$ cat config.mk
export PLATFORM = sky130hd
export DESIGN_NAME = mar_burst
export DESIGN_NICKNAME = d
export VERILOG_FILES = /design/src/rtl/mar_burst.sv
export SDC_FILE = /design/constraint.sdc
export NUM_CORES = 1
export LEC_CHECK = 0
export CORE_MARGIN = 3
export CORE_UTILIZATION = 35
export CTS_CLUSTER_DIAMETER = 30
export CTS_CLUSTER_SIZE = 28
export DETAILED_ROUTE_END_ITERATION = 8
export GPL_ROUTABILITY_DRIVEN = 1
export GPL_TIMING_DRIVEN = 1
export SKIP_LAST_GASP = 1
export SLEW_MARGIN = 20
export SYNTH_ARGS = -nofsm -noshare
export SYNTH_HDL_FRONTEND = slang
export SYNTH_SLANG_ARGS = --single-unit
$ cat constraint.sdc
create_clock -name clk -period 2.75 [get_ports clk]
set_clock_uncertainty 0.2 [all_clocks]
set_input_delay 0.55 -clock clk [delete_from_list [all_inputs] [get_ports clk]]
set_output_delay 0.55 -clock clk [all_outputs]
set_load 0.01 [all_outputs]
$ cat src/rtl/mar_burst.sv
// rtl/mar_burst.sv - memory address register with staging buffer and multi-beat req/ack bursts
// Optional build macro MAR_LIMIT_CHECK_EN: reject bursts whose last address exceeds ADDR_LIMIT.
module mar_burst #(
    parameter int ADDR_W  = 8,
    parameter int NSRC    = 2,
    parameter int BURST_W = 4,
    parameter logic [ADDR_W-1:0] ADDR_LIMIT = {ADDR_W{1'b1}}
) (
    input  logic                   clk,
    input  logic                   rst,
    input  logic [NSRC*ADDR_W-1:0] src_addr,
    input  logic [NSRC-1:0]        src_load,
    input  logic                   start,
    input  logic [BURST_W-1:0]     burst_len,
    input  logic                   mem_ack,
    output logic [ADDR_W-1:0]      addr,
    output logic                   mem_req,
    output logic                   busy,
    output logic                   done,
    output logic                   fault
);

    typedef enum logic [1:0] {
        S_IDLE = 2'd0,
        S_REQ  = 2'd1,
        S_DONE = 2'd2
    } state_t;

    state_t              state;
    logic [ADDR_W-1:0]   buffer;
    logic [BURST_W-1:0]  beats_left;
    logic [ADDR_W-1:0]   sel_addr;
    logic                sel_any;
    logic [BURST_W-1:0]  beats_eff;
    logic                limit_viol;

    // Walk from the highest channel down so the lowest set index wins.
    always_comb begin
        sel_addr = '0;
        sel_any  = 1'b0;
        for (int i = NSRC - 1; i >= 0; i--) begin
            if (src_load[i]) begin
                sel_addr = src_addr[i*ADDR_W +: ADDR_W];
                sel_any  = 1'b1;
            end
        end
    end

    assign beats_eff = (burst_len == '0) ? BURST_W'(1) : burst_len;
    assign busy      = (state != S_IDLE);

`ifdef MAR_LIMIT_CHECK_EN
    logic [ADDR_W:0] end_addr;
    logic            fault_q;

    // One extra bit so a burst running past the top of the address space is caught.
    assign end_addr   = {1'b0, buffer} + (ADDR_W+1)'(beats_eff) - (ADDR_W+1)'(1);
    assign limit_viol = (end_addr > {1'b0, ADDR_LIMIT});
    assign fault      = fault_q;

    always_ff @(posedge clk) begin
        if (rst) begin
            fault_q <= 1'b0;
        end else if (state == S_IDLE && start) begin
            fault_q <= limit_viol;
        end
    end
`else
    logic unused_limit;

    assign unused_limit = ^ADDR_LIMIT;
    assign limit_viol   = 1'b0;
    assign fault        = 1'b0;
`endif

    always_ff @(posedge clk) begin
        if (rst) begin
            state      <= S_IDLE;
            buffer     <= '0;
            addr       <= '0;
            beats_left <= '0;
            mem_req    <= 1'b0;
            done       <= 1'b0;
        end else begin
            if (sel_any) begin
                buffer <= sel_addr;
            end
            done <= 1'b0;
            case (state)
                S_IDLE: begin
                    if (start) begin
                        if (limit_viol) begin
                            done  <= 1'b1;
                            state <= S_DONE;
                        end else begin
                            addr       <= buffer;
                            beats_left <= beats_eff;
                            mem_req    <= 1'b1;
                            state      <= S_REQ;
                        end
                    end
                end
                S_REQ: begin
                    if (mem_ack) begin
                        if (beats_left == BURST_W'(1)) begin
                            mem_req <= 1'b0;
                            done    <= 1'b1;
                            state   <= S_DONE;
                        end else begin
                            addr       <= addr + ADDR_W'(1);
                            beats_left <= beats_left - BURST_W'(1);
                        end
                    end
                end
                S_DONE: begin
                    state <= S_IDLE;
                end
                default: begin
                    state <= S_IDLE;
                end
            endcase
        end
    end

endmodule
Word level (Yosys, flattened, before mapping):

Index checks and enable logic that the tools add are counted.

* register bits: 24
* output and inout port bits: 12
* logic and storage cells: 46
* bits of input ports: 26

* add/subtract/negate cells: 2
* mux-type cells: 22
* eq/ne operators: 6
* reduce and logical (&&, ||, !) cells: 8
* bitwise gates (word level): 2

Operators by type and width (count)
* 8-bit 2-to-1 mux: 5
* 4-bit 2-to-1 mux: 4
* 8-bit one-hot mux with 2 select lines: 1
* 8-bit by 1-bit adder with 8-bit output, second input constant: 1
* 2-bit inequality test, second input constant: 4
* 4-bit one-hot mux with 2 select lines: 1
* 4-bit AND reduction: 2
* 1-bit 2-to-1 mux: 6
* 2-bit 2-to-1 mux: 3
* 4-bit by 1-bit equality test with 1-bit output, second input constant: 1
* 4-bit zero test: 1
* 2-bit one-hot mux with 2 select lines: 1
* 2-bit nonzero test: 2
* 4-bit by 1-bit subtractor with 4-bit output, second input constant: 1
* 3-bit AND reduction: 1
* 3-bit OR reduction: 1
* 2-bit by 1-bit equality test with 1-bit output, second input constant: 1
* 2-bit zero test: 1
* 1-bit NOT: 2
* 1-bit one-hot mux with 2 select lines: 1

Logic depth before layout (Yosys ltp):

* depth in word-level cells: 4
* gate-level depth with buffers: 7
* depth with buffers taken out: 6

Worst setup path after synthesis:

OpenSTA, ideal clock, no wires.

* path kind: register -> register
* from: register beats_left[1]
* to: register addr[1]
* path buffers: 1
* arrival: 1.312 ns
* cell stages (with the launch flop): 8
* period minus slack after synthesis: 1.600 ns
* required time: 2.462 ns
* setup time: 0.088 ns
* setup slack: 1.150 ns
* cells stage by stage: dfxtp_1 inv_1 ha_1 nor3b_4 o2bb2ai_4 buf_6 nor2_1 a311oi_2

* word-level cells in the longest chain between the ends: 3

Ends and longest elaborated chain
* from (decl): RTL line 31 `logic [BURST_W-1:0] beats_left;`
* from (signal assigned): RTL line 97 `beats_left <= beats_eff;`
* from (signal assigned): RTL line 111 `beats_left <= beats_left - BURST_W'(1);`
* 4-bit by 1-bit equality test with 1-bit output: RTL line 105 `if (beats_left == BURST_W'(1)) begin`
* 2-bit inequality test (no line)
* 4-bit AND reduction (no line)
* to (signal assigned): RTL line 96 `addr <= buffer;`
* to (signal assigned): RTL line 110 `addr <= addr + ADDR_W'(1);`
* to (decl): RTL line 16 `output logic [ADDR_W-1:0] addr,`

Every way passes these cells.
A chain may end at the register's enable or synchronous reset.

Final worst setup path:

* from: register state[0]
* to: output port busy

* word-level cells in the longest chain between the ends: 1

Ends and longest elaborated chain
* from (decl): RTL line 29 `state_t state;`
* from (signal assigned): RTL line 78 `state <= S_IDLE;`
* from (signal assigned): RTL line 94 `state <= S_DONE;`
* from (signal assigned): RTL line 99 `state <= S_REQ;`
* 2-bit nonzero test: RTL line 50 `assign busy = (state != S_IDLE);`
* to (decl): RTL line 18 `output logic busy,`

Every way passes these cells.

==> flow_summary.json <==
{
  "status": "complete, no violations",
  "p_per_area_nw_per_um2": 524,
  "cts.sinks": 24,
  "drt-total-wl_um": 3150,
  "holdPathEnd": "addr[2]",
  "r2r_cells": 5,
  "path_clk_slew_ns": 0.09,
  "core-area_um2": 3520,
  "p_total_w": 0.000942,
  "syn-num-nets": 191,
  "antenna_left": 0,
  "synth_cells": 162,
  "finalSetupViolations": 0,
  "regToRegSetupSlack_ns": 0.67,
  "start_kind": "flip-flop",
  "leakagePower_nw": 0.694,
  "fp-row-count": 21,
  "synth-seq-cells": 24,
  "dp_hpwl_um": 2380,
  "end_kind": "output pin",
  "fin_crit_sh_pct": 80.7,
  "grt_max_degree": 18,
  "vias": 1233,
  "grt_antenna_before_repair": 0,
  "fmax_mhz": 450,
  "finalSetupTns_ns": 0,
  "drv_slew": 0,
  "critPathRequiredTime_ns": 2.00,
  "synthFlopType": "dfxtp_1",
  "drive_above_1_share_pct": 8.85,
  "setup_slack_ns": 0.530,
  "maxSlewHeadroom_pct": 59.3,
  "netlist_top_cells_area": "dfxtp_1 36%, mux2i_1 7.4%, nor2_1 7.2%",
  "post_cts_buffers": 0,
  "drt-initial-drc-count": 92,
  "path_cells": "nor2_2, inv_1, clkdlybuf4s50_1",
  "antennaDiodeCount": 0,
  "place_congestion": 0.803,
  "worstHoldStart": "buffer[2]",
  "reg2reg_from": "state[0]",
  "drc": 0,
  "regArea_um2": 480,
  "hold_viol_final": 0,
  "clockRootBuffer": "clkbuf_8",
  "grt_pass1_vias": 1163,
  "syn-cell-area_um2": 1350,
  "routedWlPerCell_um": 13.2,
  "hold_path_depth": 2,
  "ys_types": 36,
  "muxShareOfSynthArea_pct": 7.43,
  "area_growth_pct": 33.5,
  "cts.repair.resized": 0,
  "drt_pass1_iterations": 5,
  "cts_buffers": 3,
  "die_h_um": 68.0,
  "synthXorXnorAreaFrac_pct": 0,
  "grt_pass1_wl_um": 5300,
  "start_util_pct": 38.2,
  "ys_warn_count": 0,
  "crit_fanout": 7,
  "port_buffers": 36,
  "synth_top_family_by_area": "simple AND/OR/NAND/NOR gates",
  "slowest_delay_ns": 0.52,
  "max-cap-violations": 0,
  "die_area_um2": 4630,
  "ir_worst_vdd_v": 0.000274,
  "ctsHoldBuffers": 0,
  "io-pin-count": 38,
  "critPathKind": "reg -> out",
  "crit_path_top_delay_cell": "dfxtp_1",
  "worst_pin_slew_ns": 0.609,
  "clk_latency_ns": 0.26,
  "synth_top_area_cell": "dfxtp_1",
  "rsz0062_at_grt": "no",
  "h-tree-depth": 1,
  "synth_edf_count": 0,
  "syn-mean-instance-area_um2": 8.31,
  "hold_class": "reg -> reg",
  "multi_input_area_um2": 773,
  "r2r-end": "addr[5]",
  "avgViaCountPerCell": 5.18,
  "die_w_um": 68.0,
  "fill_cells": 369,
  "clk_path_buf_depth": 2,
  "synth_fa_ha_area_share_pct": 2.79,
  "ys_seq_area_share_pct": 35.7,
  "synth_most_common_cell": "nor2_1",
  "place_ws_ns": 0.483,
  "min_period_ns": 2.22,
  "grt_overflow_total": 0,
  "worst-path-buf-inv": 2,
  "async_reset_ff_share_pct": 0,
  "synth_top_area_share_pct": 35.7,
  "synthSimpleGateAreaFrac_pct": 24.6,
  "worstPathArrival_ns": 1.47,
  "path_delay_family": "buffers and inverters",
  "synth-compound-area-share_pct": 22.3,
  "cts_tree": "done",
  "grt_usage_pct": 15.0,
  "synth_common_cells": "26 x nor2_1, 24 x dfxtp_1, 18 x a21oi_1, 10 x mux2i_1, 10 x nand2_1",
  "fin_nets": 222
}
## cell type report
cell class | count | share of cell area, %
Clock buffer | 3 | 2.30
Multi-Input combinational cell | 120 | 43.0
Inverter | 5 | 1.04
Timing Repair Buffer | 39 | 22.0
Tap cell | 46 | 3.20
Clock inverter | 1 | 1.67
Sequential cell | 24 | 26.7
## per-stage QoR
step                      hold WS (ns)  utilization [%]  std cells  area (um2)
final                            0.288             51.0        238        1800
after global routing             0.309             51.0        238        1800
after CTS                        0.294             51.0        238        1800
after global placement           0.277             49.0        234        1730
after floorplan                  0.247                -        162        1350
after detailed placement         0.281             49.0        234        1730
## worst max-delay path by stage
stage	slack, ns	start	cells after the start	to
6_report	0.53	state[0]	3	busy
5_1_grt	0.45	state[0]	3	busy
4_1_cts	0.53	state[0]	3	busy
3_5_place_dp	0.48	mem_ack	6	addr[2]
3_3_place_gp	0.53	mem_ack	6	addr[2]
2_1_floorplan	1.15	beats_left[1]	7	addr[1]
## cell families (layout without fill, tap and decap cells)
family,count (synthesis),in the layout
simple gates,65,65
compound gates,41,41
flops,24,24
buf+inv,18,48
mux,10,10
fa+ha+maj,3,3
other cells,1,1
## per-layer routing
metal	routed length (um)	part of all wire (%)	vias up	track usage [%]
met5	0	0	-	0
met4	36	1.1	0	4.47
met3	204	6.5	4	2.79
met2	1500	48	36	26.5
met1	1410	45	562	18.2
li1	-	-	631	-
## placed cells by master (no fill, tap or decap)
master,n
buf_12,1
nand3b_4,1
bufinv_16,1
nand2_1,10
ha_1,3
and4_1,1
a41o_1,1
clkbuf_8,3
o21ai_0,8
and2_1,1
a211oi_1,1
a311oi_1,1
clkdlybuf4s50_1,36
a211oi_2,4
nor2b_1,1
nor2_1,26
conb_1,1
nand4_1,4
nor3_1,5
nor3b_4,1
nand3_1,6
inv_1,5
o2bb2ai_4,1
a311oi_2,1
o211ai_1,1
and3_1,2
nor2_2,1
o32ai_1,2
buf_4,2
nand2b_1,5
mux2i_1,10
a211o_1,2
a21oi_1,18
or2_2,1
dfxtp_1,24
a221oi_1,1
## sequential cells by signal, indices dropped and copies added (netlist names)
name	count
addr	8
buffer	8
beats_left	4
state	2
done	1
mem_req	1
## tightest hold or removal path: stages (launching register included)
cell and delay, ns:
dfxtp_1 0.32, nand2_1 0.05, a311oi_1 0.07
## report_power, final
group          leakage, nW  switching (W)  total [W]  internal [W]
Combinational        0.460       0.000103   0.000223      0.000120
Clock               0.0357       0.000114   0.000309      0.000195
Sequential           0.198      0.0000329   0.000410      0.000377
Total                0.694       0.000250   0.000942      0.000691
No activity file was read; power rests on OpenSTA's default activity.
